===== src/rtl/imc_wb_pkg.sv =====
// Shared constants and types for the IMC Wishbone slave responder.
// Holds the decoded word offsets of the buffer window, the FSM state
// encoding and the bit positions of the one-hot target select.
package imc_wb_pkg;

  // Word offsets inside the IMC buffer window
  localparam logic [7:0] ADR_IB = 8'h31;
  localparam logic [7:0] ADR_WB = 8'h32;
  localparam logic [7:0] ADR_OB = 8'h33;
  localparam logic [7:0] ADR_IM = 8'h40;
  localparam logic [7:0] ADR_SA = 8'h41;

  // FSM state encoding
  localparam logic [2:0] ST_IDLE    = 3'd0;
  localparam logic [2:0] ST_WR      = 3'd1;
  localparam logic [2:0] ST_RD_ISS  = 3'd2;
  localparam logic [2:0] ST_RD_WAIT = 3'd3;
  localparam logic [2:0] ST_ACK     = 3'd4;

  typedef enum logic [2:0] {
    IDLE    = ST_IDLE,
    WR      = ST_WR,
    RD_ISS  = ST_RD_ISS,
    RD_WAIT = ST_RD_WAIT,
    ACK     = ST_ACK
  } state_t;

  // Bit positions of the one-hot target select
  localparam int TGT_IB  = 0;
  localparam int TGT_WB  = 1;
  localparam int TGT_OB  = 2;
  localparam int TGT_IM  = 3;
  localparam int TGT_SA  = 4;
  localparam int NUM_TGT = 5;

  typedef logic [NUM_TGT-1:0] tgt_sel_t;

endpackage


===== src/rtl/imc_wb_slave_resp_if.sv =====
// Wishbone classic slave-side bus bundle for the IMC buffer window.
// The error output only exists when IMC_WB_ERR_EN is defined.
interface imc_wb_slave_resp_if;

  logic        wbs_cyc_i;
  logic        wbs_stb_i;
  logic        wbs_we_i;
  logic [31:0] wbs_adr_i;
  logic [31:0] wbs_dat_i;
  logic [31:0] wbs_dat_o;
  logic        wbs_ack_o;
`ifdef IMC_WB_ERR_EN
  logic        wbs_err_o;
`endif

  modport slave (
    input  wbs_cyc_i,
    input  wbs_stb_i,
    input  wbs_we_i,
    input  wbs_adr_i,
    input  wbs_dat_i,
    output wbs_dat_o,
    output wbs_ack_o
`ifdef IMC_WB_ERR_EN
    ,
    output wbs_err_o
`endif
  );

  modport master (
    output wbs_cyc_i,
    output wbs_stb_i,
    output wbs_we_i,
    output wbs_adr_i,
    output wbs_dat_i,
    input  wbs_dat_o,
    input  wbs_ack_o
`ifdef IMC_WB_ERR_EN
    ,
    input  wbs_err_o
`endif
  );

endinterface


===== src/rtl/imc_wb_addr_dec.sv =====
// Combinational offset decoder for the IMC buffer window.
// Maps a word offset plus direction onto a one-hot target select and
// flags whether the access is legal (mapped and in the right direction).
module imc_wb_addr_dec
  import imc_wb_pkg::*;
#(
  parameter int WIDTH_ADD = 8
) (
  input  logic [WIDTH_ADD-1:0] offset,
  input  logic                 we,
  output tgt_sel_t             sel,
  output logic                 legal
);

  // Write-only targets: IB, WB, IM. Read-only targets: OB, SA.
  always_comb begin
    sel   = '0;
    legal = 1'b0;
    case (offset)
      WIDTH_ADD'(ADR_IB): if (we)  begin sel[TGT_IB] = 1'b1; legal = 1'b1; end
      WIDTH_ADD'(ADR_WB): if (we)  begin sel[TGT_WB] = 1'b1; legal = 1'b1; end
      WIDTH_ADD'(ADR_IM): if (we)  begin sel[TGT_IM] = 1'b1; legal = 1'b1; end
      WIDTH_ADD'(ADR_OB): if (!we) begin sel[TGT_OB] = 1'b1; legal = 1'b1; end
      WIDTH_ADD'(ADR_SA): if (!we) begin sel[TGT_SA] = 1'b1; legal = 1'b1; end
      default: begin
        sel   = '0;
        legal = 1'b0;
      end
    endcase
  end

endmodule


===== src/rtl/imc_wb_slave_resp.sv =====
// Wishbone classic slave responder for the IMC buffer window.
// Decodes accesses inside the BASE_ADR window, issues one-cycle strobes
// to the buffers, waits RD_LAT cycles for read data and returns a
// registered acknowledge.
// Optional feature: define IMC_WB_ERR_EN to add wbs_err_o, which then
// replaces the acknowledge for illegal accesses.
module imc_wb_slave_resp
  import imc_wb_pkg::*;
#(
  parameter int          WIDTH_ADD = 8,
  parameter logic [31:0] BASE_ADR  = 32'h3000_0000,
  parameter int          RD_LAT    = 1
) (
  input  logic                wb_clk_i,
  input  logic                wb_rst_i,
  imc_wb_slave_resp_if.slave  wbs,
  output logic [31:0]         buf_wr_data,
  output logic                ib_wr_en,
  output logic                wb_wr_en,
  output logic                im_wr_en,
  output logic                ob_rd_en,
  output logic                sa_rd_en,
  input  logic [31:0]         ob_rd_data,
  input  logic [31:0]         sa_rd_data
);

  localparam logic [3:0] LAT_INIT = 4'(RD_LAT - 1);

  logic [WIDTH_ADD-1:0] offset;
  logic                 base_hit;
  logic                 req;
  tgt_sel_t             sel;
  logic                 legal;
  logic                 unused_adr_bits;

  state_t               state;
  logic [3:0]           lat_cnt;
  logic                 ack_q;
  logic                 rd_ack_q;
  logic                 rd_from_sa;
`ifdef IMC_WB_ERR_EN
  logic                 err_q;
`endif

  assign offset          = wbs.wbs_adr_i[WIDTH_ADD+1:2];
  assign base_hit        = (wbs.wbs_adr_i[31:WIDTH_ADD+2] == BASE_ADR[31:WIDTH_ADD+2]);
  assign req             = wbs.wbs_cyc_i & wbs.wbs_stb_i & base_hit;
  assign unused_adr_bits = ^wbs.wbs_adr_i[1:0];

  imc_wb_addr_dec #(
    .WIDTH_ADD (WIDTH_ADD)
  ) u_addr_dec (
    .offset (offset),
    .we     (wbs.wbs_we_i),
    .sel    (sel),
    .legal  (legal)
  );

  // Read data is only driven during a read acknowledge; the source is
  // selected by the strobe that started the read.
  assign wbs.wbs_dat_o = rd_ack_q ? (rd_from_sa ? sa_rd_data : ob_rd_data) : 32'd0;
  assign wbs.wbs_ack_o = ack_q;
`ifdef IMC_WB_ERR_EN
  assign wbs.wbs_err_o = err_q;
`endif

  // Transaction FSM: strobes, ack and write data are one-cycle registered
  // pulses cleared by default every cycle and set only on state entry.
  always_ff @(posedge wb_clk_i) begin
    if (wb_rst_i) begin
      state       <= IDLE;
      lat_cnt     <= 4'd0;
      ack_q       <= 1'b0;
      rd_ack_q    <= 1'b0;
      rd_from_sa  <= 1'b0;
      buf_wr_data <= 32'd0;
      ib_wr_en    <= 1'b0;
      wb_wr_en    <= 1'b0;
      im_wr_en    <= 1'b0;
      ob_rd_en    <= 1'b0;
      sa_rd_en    <= 1'b0;
`ifdef IMC_WB_ERR_EN
      err_q       <= 1'b0;
`endif
    end else begin
      ack_q       <= 1'b0;
      rd_ack_q    <= 1'b0;
      buf_wr_data <= 32'd0;
      ib_wr_en    <= 1'b0;
      wb_wr_en    <= 1'b0;
      im_wr_en    <= 1'b0;
      ob_rd_en    <= 1'b0;
      sa_rd_en    <= 1'b0;
`ifdef IMC_WB_ERR_EN
      err_q       <= 1'b0;
`endif
      case (state)
        IDLE: begin
          if (req) begin
            if (legal && wbs.wbs_we_i) begin
              state       <= WR;
              ib_wr_en    <= sel[TGT_IB];
              wb_wr_en    <= sel[TGT_WB];
              im_wr_en    <= sel[TGT_IM];
              buf_wr_data <= wbs.wbs_dat_i;
              ack_q       <= 1'b1;
            end else if (legal) begin
              state      <= RD_ISS;
              ob_rd_en   <= sel[TGT_OB];
              sa_rd_en   <= sel[TGT_SA];
              rd_from_sa <= sel[TGT_SA];
            end else begin
              state <= ACK;
`ifdef IMC_WB_ERR_EN
              err_q <= 1'b1;
`else
              ack_q <= 1'b1;
`endif
            end
          end
        end
        WR: begin
          state <= IDLE;
        end
        RD_ISS: begin
          if (!wbs.wbs_cyc_i) begin
            state <= IDLE;
          end else if (RD_LAT <= 1) begin
            state    <= ACK;
            ack_q    <= 1'b1;
            rd_ack_q <= 1'b1;
          end else begin
            state   <= RD_WAIT;
            lat_cnt <= LAT_INIT;
          end
        end
        RD_WAIT: begin
          if (!wbs.wbs_cyc_i) begin
            state   <= IDLE;
            lat_cnt <= 4'd0;
          end else if (lat_cnt <= 4'd1) begin
            state    <= ACK;
            lat_cnt  <= 4'd0;
            ack_q    <= 1'b1;
            rd_ack_q <= 1'b1;
          end else begin
            lat_cnt <= lat_cnt - 4'd1;
          end
        end
        ACK: begin
          state <= IDLE;
        end
        default: begin
          state <= IDLE;
        end
      endcase
    end
  end

endmodule


===== src/flat_wrapper.sv =====
// flat-port wrapper written by rule: the top's interface ports become plain ports
module imc_wb_slave_resp_flat import imc_wb_pkg::*;
#(
  parameter int          WIDTH_ADD = 8,
  parameter logic [31:0] BASE_ADR  = 32'h3000_0000,
  parameter int          RD_LAT    = 1
)
  (wb_clk_i, wb_rst_i, buf_wr_data, ib_wr_en, wb_wr_en, im_wr_en, ob_rd_en, sa_rd_en, ob_rd_data, sa_rd_data, wbs_wbs_cyc_i, wbs_wbs_stb_i, wbs_wbs_we_i, wbs_wbs_adr_i, wbs_wbs_dat_i, wbs_wbs_dat_o, wbs_wbs_ack_o);
  imc_wb_slave_resp_if wbs_i ();
  input  logic wb_clk_i;
  input  logic wb_rst_i;
  output logic [31:0] buf_wr_data;
  output logic ib_wr_en;
  output logic wb_wr_en;
  output logic im_wr_en;
  output logic ob_rd_en;
  output logic sa_rd_en;
  input  logic [31:0] ob_rd_data;
  input  logic [31:0] sa_rd_data;
  input wire logic [$bits(wbs_i.wbs_cyc_i)-1:0] wbs_wbs_cyc_i;
  input wire logic [$bits(wbs_i.wbs_stb_i)-1:0] wbs_wbs_stb_i;
  input wire logic [$bits(wbs_i.wbs_we_i)-1:0] wbs_wbs_we_i;
  input wire logic [$bits(wbs_i.wbs_adr_i)-1:0] wbs_wbs_adr_i;
  input wire logic [$bits(wbs_i.wbs_dat_i)-1:0] wbs_wbs_dat_i;
  output wire logic [$bits(wbs_i.wbs_dat_o)-1:0] wbs_wbs_dat_o;
  output wire logic [$bits(wbs_i.wbs_ack_o)-1:0] wbs_wbs_ack_o;
  assign wbs_i.wbs_cyc_i = wbs_wbs_cyc_i;
  assign wbs_i.wbs_stb_i = wbs_wbs_stb_i;
  assign wbs_i.wbs_we_i = wbs_wbs_we_i;
  assign wbs_i.wbs_adr_i = wbs_wbs_adr_i;
  assign wbs_i.wbs_dat_i = wbs_wbs_dat_i;
  assign wbs_wbs_dat_o = wbs_i.wbs_dat_o;
  assign wbs_wbs_ack_o = wbs_i.wbs_ack_o;
  imc_wb_slave_resp #(.WIDTH_ADD(WIDTH_ADD), .BASE_ADR(BASE_ADR), .RD_LAT(RD_LAT)) u_core (.wb_clk_i(wb_clk_i), .wb_rst_i(wb_rst_i), .wbs(wbs_i), .buf_wr_data(buf_wr_data), .ib_wr_en(ib_wr_en), .wb_wr_en(wb_wr_en), .im_wr_en(im_wr_en), .ob_rd_en(ob_rd_en), .sa_rd_en(sa_rd_en), .ob_rd_data(ob_rd_data), .sa_rd_data(sa_rd_data));
endmodule

===== config.mk =====
export PLATFORM = sky130hd
export DESIGN_NAME = imc_wb_slave_resp_flat
export DESIGN_NICKNAME = d
export VERILOG_FILES = /design/src/rtl/imc_wb_pkg.sv /design/src/rtl/imc_wb_slave_resp_if.sv /design/src/rtl/imc_wb_addr_dec.sv /design/src/rtl/imc_wb_slave_resp.sv /design/src/flat_wrapper.sv
export SDC_FILE = /design/constraint.sdc
export NUM_CORES = 1
export LEC_CHECK = 0
export CAP_MARGIN = 20
export CORE_MARGIN = 3
export CORE_UTILIZATION = 29
export DETAILED_ROUTE_END_ITERATION = 10
export PLACE_DENSITY = 0.77
export SLEW_MARGIN = 5
export SYNTH_ARGS = -nofsm -noshare
export SYNTH_HDL_FRONTEND = slang
export SYNTH_SLANG_ARGS = --single-unit

===== constraint.sdc =====
create_clock -name wb_clk_i -period 1.9 [get_ports wb_clk_i]
set_input_delay 0.57 -clock wb_clk_i [delete_from_list [all_inputs] [get_ports wb_clk_i]]
set_output_delay 0.57 -clock wb_clk_i [all_outputs]
set_load 0.01 [all_outputs]

After elaboration in Yosys (flattened, before gate mapping)
Index checks and enable logic that the tools add are counted.
- word-level logic and storage cells: 68
- bits in registers: 47
- output and inout bits: 70
- reductions and logical operators: 12
- bitwise operators: 10
- muxes and demuxes: 23
- add/subtract/negate cells: 1
- equality and inequality tests: 10
- $lt $le $gt $ge: 1
- operator list (cell ; number):
    32-bit two-way mux ; 2
    8-bit by 6-bit == test with 1-bit output, second input constant ; 3
    22-bit by 20-bit == test with 1-bit output, second input constant ; 1
    5-bit OR reduction ; 4
    3-bit two-way mux ; 6
    8-bit by 7-bit == test with 1-bit output, second input constant ; 2
    1-bit two-way mux ; 9
    3-bit case mux with 3 select lines ; 1
    4-bit two-way mux ; 2
    1-bit NOT ; 8
    3-bit by 2-bit == test with 1-bit output, second input constant ; 2
    6-bit OR reduction ; 1
    4-bit by 1-bit <= comparator with 1-bit output, second input constant ; 1
    1-bit case mux with 2 select lines ; 2
    4-bit AND reduction ; 1
    4-bit OR reduction ; 1
    4-bit by 1-bit subtractor with 4-bit output, second input constant ; 1
    3-bit zero test ; 1
    3-bit by 2-bit inequality test with 1-bit output, second input constant ; 1
    1-bit case mux with 3 select lines ; 1
    3-bit OR reduction ; 1
    1-bit AND ; 2
    2-bit by 1-bit inequality test with 1-bit output, second input constant ; 1
    2-bit AND reduction ; 1
    2 further kinds ; 2

Longest topological paths before layout
- word-level depth: 7
- gate-level depth with buffers: 6

By module
Synthesis repeated with hierarchy kept, for this count alone.
- cells, all modules: 223
- area, all modules: 2229.6 sq um
- by module, submodules not included (module ; times used ; cells each ; area an instance (sq um) ; sequential area each (sq um)):
    imc_wb_slave_resp ; 1 ; 208 ; 2128.3 ; 940.9
    imc_wb_addr_dec ; 1 ; 15 ; 101.3 ; 0.0

Worst setup path after synthesis
Ideal clock, no wire load.
- path kind: input to register
- from: in wbs_wbs_adr_i[27]
- to: reg u_core.rd_from_sa
- arrival time: 1.792 ns
- cell stages on the path: 4
- path buffers: 0
- setup slack: -0.013 ns
- path through: nor4b_2 -> nand4_1 -> or4_4 -> mux2_4
- longest elaborated chain between the ends: 3
- ends and longest elaborated chain (element ; RTL line ; source):
    from (decl) ; flat_wrapper.sv:23 ; input wire logic [$bits(wbs_i.wbs_adr_i)-1:0] wbs_wbs_adr_i;
    22-bit by 20-bit == test with 1-bit output ; imc_wb_slave_resp.sv:46 ; assign base_hit = (wbs.wbs_adr_i[31:WIDTH_ADD+2] == BASE_ADR[31:WIDTH_ADD+2]);
    1-bit AND ; imc_wb_slave_resp.sv:47 ; assign req = wbs.wbs_cyc_i & wbs.wbs_stb_i & base_hit;
    4-bit AND reduction (no source line) ; - ;
    to (signal assigned) ; imc_wb_slave_resp.sv:111 ; rd_from_sa <= sel[TGT_SA];
    to (decl) ; imc_wb_slave_resp.sv:40 ; logic rd_from_sa;
No other way between the ends.
A chain may end at the register's enable or synchronous reset.

Worst setup path after layout
- from: reg u_core.rd_from_sa
- to: out wbs_wbs_dat_o[21]
- longest elaborated chain between the ends: 2
- ends and longest elaborated chain (element ; RTL line ; source):
    32-bit two-way mux (2 in series) ; imc_wb_slave_resp.sv:61 ; assign wbs.wbs_dat_o = rd_ack_q ? (rd_from_sa ? sa_rd_data : ob_rd_data) : 32'd0;
    to (decl) ; flat_wrapper.sv:25 ; output wire logic [$bits(wbs_i.wbs_dat_o)-1:0] wbs_wbs_dat_o;
No other way between the ends.

==> impl_metrics.ini <==
[logic_synthesis]
netlist_instances = 272
mapped_avg_cell_area_um2 = 8.97
synth_sequential_area_ratio_pct = 38.6
post_synth_fa_ha_maj_area_fraction_pct = 1.03
postSynthRegisterBits = 47
synth_async_sr_flop_share_pct = 0
synth-simple-area-share_pct = 31.3
synth_top_family_by_area = simple AND/OR/NAND/NOR gates
count_of_different_cell_masters_after_synthesis = 45
ys.warnings.count = 0
synth_area_in_compound_gates_pct = 6.82
synthesis.nets = 407
netlist.area_leader.share_pct = 38.6
number_of_synthesized_flops_with_an_enable_pin = 0
yosys-top-cells-area = sky130_fd_sc_hd__dfxtp_1 (39%), sky130_fd_sc_hd__mux2i_1 (13%), sky130_fd_sc_hd__nor4_1 (9.5%), sky130_fd_sc_hd__nor2b_1 (8.7%), sky130_fd_sc_hd__inv_1 (5.2%)
post_synthesis_cell_area_mm2 = 0.00244
synthFlopType = sky130_fd_sc_hd__dfxtp_1
yosys.area.top_type = sky130_fd_sc_hd__dfxtp_1
muxShareOfSynthArea_pct = 13.7
synth-xor-area-share_pct = 0

[timing]
unrepaired_setup_endpoints_after_global_routing = yes
peak_clock_frequency_supported_by_timing_ghz = 0.524
setup_viol = 1
hold-worst-slack_ns = 0.539
worst_clock_skew_ns = 0.00268
final_max_slew_viol_count = 0
hold_viol_final = 0
maxSlewHeadroom_pct = 80.2
layout_setup_ws_ns = -0.00792
layout_min_cycle_time_ns = 1.91
final.period_utilization_pct = 100
actual_transition_at_the_worst_max_transition_pin_ns = 0.294

[placed_design]
placedCellCount = 585
placement.cell_area_mm2 = 0.00479
dp_hpwl_um = 7390
gp_congestion = 0.857
port-buffer-count = 200

[worst_setup_path]
critPathRequiredTime_ns = 1.33
critical_path.max_fanout = 13
critPathArrivalTime_ns = 1.34
worst_r2r_path_depth = 4
timing.critical_path.to_type = output pin
r2r_setup_slack_ns = 0.22
cp-start-kind = flip-flop
crit_path_kind = reg2out

[clock_tree]
clock_latency_ns = 0.29
clock_tree.htree_level_count = 2
cts.root.buffer_cell = sky130_fd_sc_hd__clkbuf_8
clk_path_buf_depth = 2
cts.reportedPaths.clkPinSlew_ns = 0.08
tritoncts.num_buffers = 5
cts_num_sinks = 47
cts_tree = done

[layout]
layout.cells.non_filler = 598
fill_cells = 731
syn2layout_area_growth_pct = 98.4
n_antenna_cell = 0
stdcell_area_mm2 = 0.00484
fin_nets = 630
drive_above_1_share_pct = 21.4
final_core_util_pct = 61.1

[flow_run]
drv.max_cap_violation_count = 0

[drt]
wire_per_inst_um = 15.9
drc = 0
ant_nets = 0
initialDrtViolationCount = 106
routed_wl_um = 9510
via_per_inst = 4.77
firstDrtPassIters = 4
num_vias = 2854

[global_routing]
grt_antenna_before_repair = 0
global_route_wire_length_before_repair_um = 14900
first_global_vias = 2905
grt_overflow_total = 0
grt_start_max_net_pins = 33
globalRouteTotalUtil_pct = 19.0

[min_path]
whs_path_cells = 1
holdCritPathClass = reg2reg

[die]
io-pin-count = 203
die-width_um = 97.7
rows = 32
die_boundary_height_um = 97.7
core_area_mm2 = 0.00793
die_area_mm2 = 0.00955
start_util_pct = 30.8

[pwr]
leakage_nw = 2.26
power-per-cell-area_mw_per_mm2 = 450
power.ir.vdd_worst_uv = 387
finalPower_mw = 2.18

[status]
status = complete, but fails checks
violated_checks = setup timing
[cell type report]
cell class / instances / area [um2] / share of cell area [%]
Clock inverter: 2 / 60.1 / 1.24
Timing Repair Buffer: 235 / 2120 / 43.7
Clock buffer: 6 / 72.6 / 1.50
Sequential cell: 47 / 945 / 19.5
Multi-Input combinational cell: 172 / 1390 / 28.7
Inverter: 34 / 128 / 2.64
Tap cell: 102 / 128 / 2.64
[what timing repair did]
item | CTS | global route
hold buffers | 0 | 0
gates cloned | 1 | 0
resized for setup | 220 | 40
setup buffers | 4 | 0
endpoints found under the hold margin | 0 | 0
pin swaps | 11 | 10
endpoints found under the setup margin | 71 | 50
[logic make-up (layout without fill, tap and decap cells)]
family / count (synthesis) / count (layout)
AO/OA/AOI/OAI: 20 / 20
flip-flops: 47 / 47
adder cells (fa/ha/maj): 2 / 2
AND/OR/NAND/NOR: 117 / 117
multiplexers: 33 / 33
buffers and inverters: 53 / 277
[flip-flops by register name, indices dropped and copies added (netlist names)]
name and flops:
u_core.ib_wr_en 1, u_core.lat_cnt 4, u_core.rd_ack_q 1, u_core.wb_wr_en 1, u_core.rd_from_sa 1, u_core.wbs.wbs_ack_o 1, u_core.buf_wr_data 32, u_core.sa_rd_en 1
u_core.im_wr_en 1, u_core.ob_rd_en 1, u_core.state 3
[metal layers]
layer	GRT usage [%]	wire length [um]
met1	20.5	3620
met2	37.3	5210
met3	4.24	534
met4	4.37	139
met5	0	0
[critical path: stages, from the launching register on]
cell and delay, ns:
sky130_fd_sc_hd__dfxtp_4 0.43, sky130_fd_sc_hd__buf_12 0.18, sky130_fd_sc_hd__mux2i_1 0.22, sky130_fd_sc_hd__nor2b_1 0.07, sky130_fd_sc_hd__buf_2 0.14
[where the power goes]
part | switching [mW] | internal (mW)
clock | 0.328 | 0.526
combinational | 0.111 | 0.231
sequential | 0.00000000282 | 0.982
total | 0.438 | 1.74
[final timing paths]
| path | startpoint | to |
|---|---|---|
| worst max register to register | u_core.state[2] | u_core.rd_from_sa |
| worst max-delay path | u_core.rd_from_sa | wbs_wbs_dat_o[21] |
| worst min-delay path | u_core.state[2] | u_core.wbs.wbs_ack_o |
| worst min register to register | u_core.state[2] | u_core.wbs.wbs_ack_o |
[per-stage QoR]
| step | TNS, ns | worst slack, ns |
|---|---|---|
| final | -0.00792 | -0.00792 |
| after detailed placement | -32.99 | -0.582 |
| after CTS | -0.0000838 | -0.0000838 |
| after global routing | -0.550 | -0.0595 |
| after global placement | -28.24 | -0.519 |
| after floorplan | 0 | 0.00175 |
[cell usage after synthesis (2+ instances only)]
cell and count:
sky130_fd_sc_hd__a21oi_1 5, sky130_fd_sc_hd__and2_1 2, sky130_fd_sc_hd__and3b_1 3, sky130_fd_sc_hd__buf_2 7, sky130_fd_sc_hd__clkbuf_1 11, sky130_fd_sc_hd__dfxtp_1 47, sky130_fd_sc_hd__ha_1 2, sky130_fd_sc_hd__inv_1 34
sky130_fd_sc_hd__mux2i_1 32, sky130_fd_sc_hd__nand2_1 3, sky130_fd_sc_hd__nand2b_1 3, sky130_fd_sc_hd__nand3_1 3, sky130_fd_sc_hd__nand3b_1 2, sky130_fd_sc_hd__nand4_1 2, sky130_fd_sc_hd__nor2_1 8, sky130_fd_sc_hd__nor2b_1 34
sky130_fd_sc_hd__nor3_1 6, sky130_fd_sc_hd__nor4_1 37, sky130_fd_sc_hd__nor4b_1 2, sky130_fd_sc_hd__nor4b_2 2, sky130_fd_sc_hd__o211a_1 3
[placed cells by master (no fill, tap or decap), drive strengths merged, types with 2 or more instances in the layout]
master / n
a21oi: 5
and2: 2
and3b: 3
buf: 69
bufinv: 2
clkbuf: 11
clkdlybuf4s15: 4
clkdlybuf4s50: 73
dfxtp: 47
dlygate4sd2: 63
dlymetal6s2s: 21
ha: 2
inv: 34
mux2i: 32
nand2: 3
nand2b: 3
nand3: 4
nand3b: 2
nand4: 2
nor2: 8
nor2b: 34
nor3: 7
nor3b: 2
nor4: 38
nor4b: 4
o211a: 3
Power figures use the tool's default switching activity.
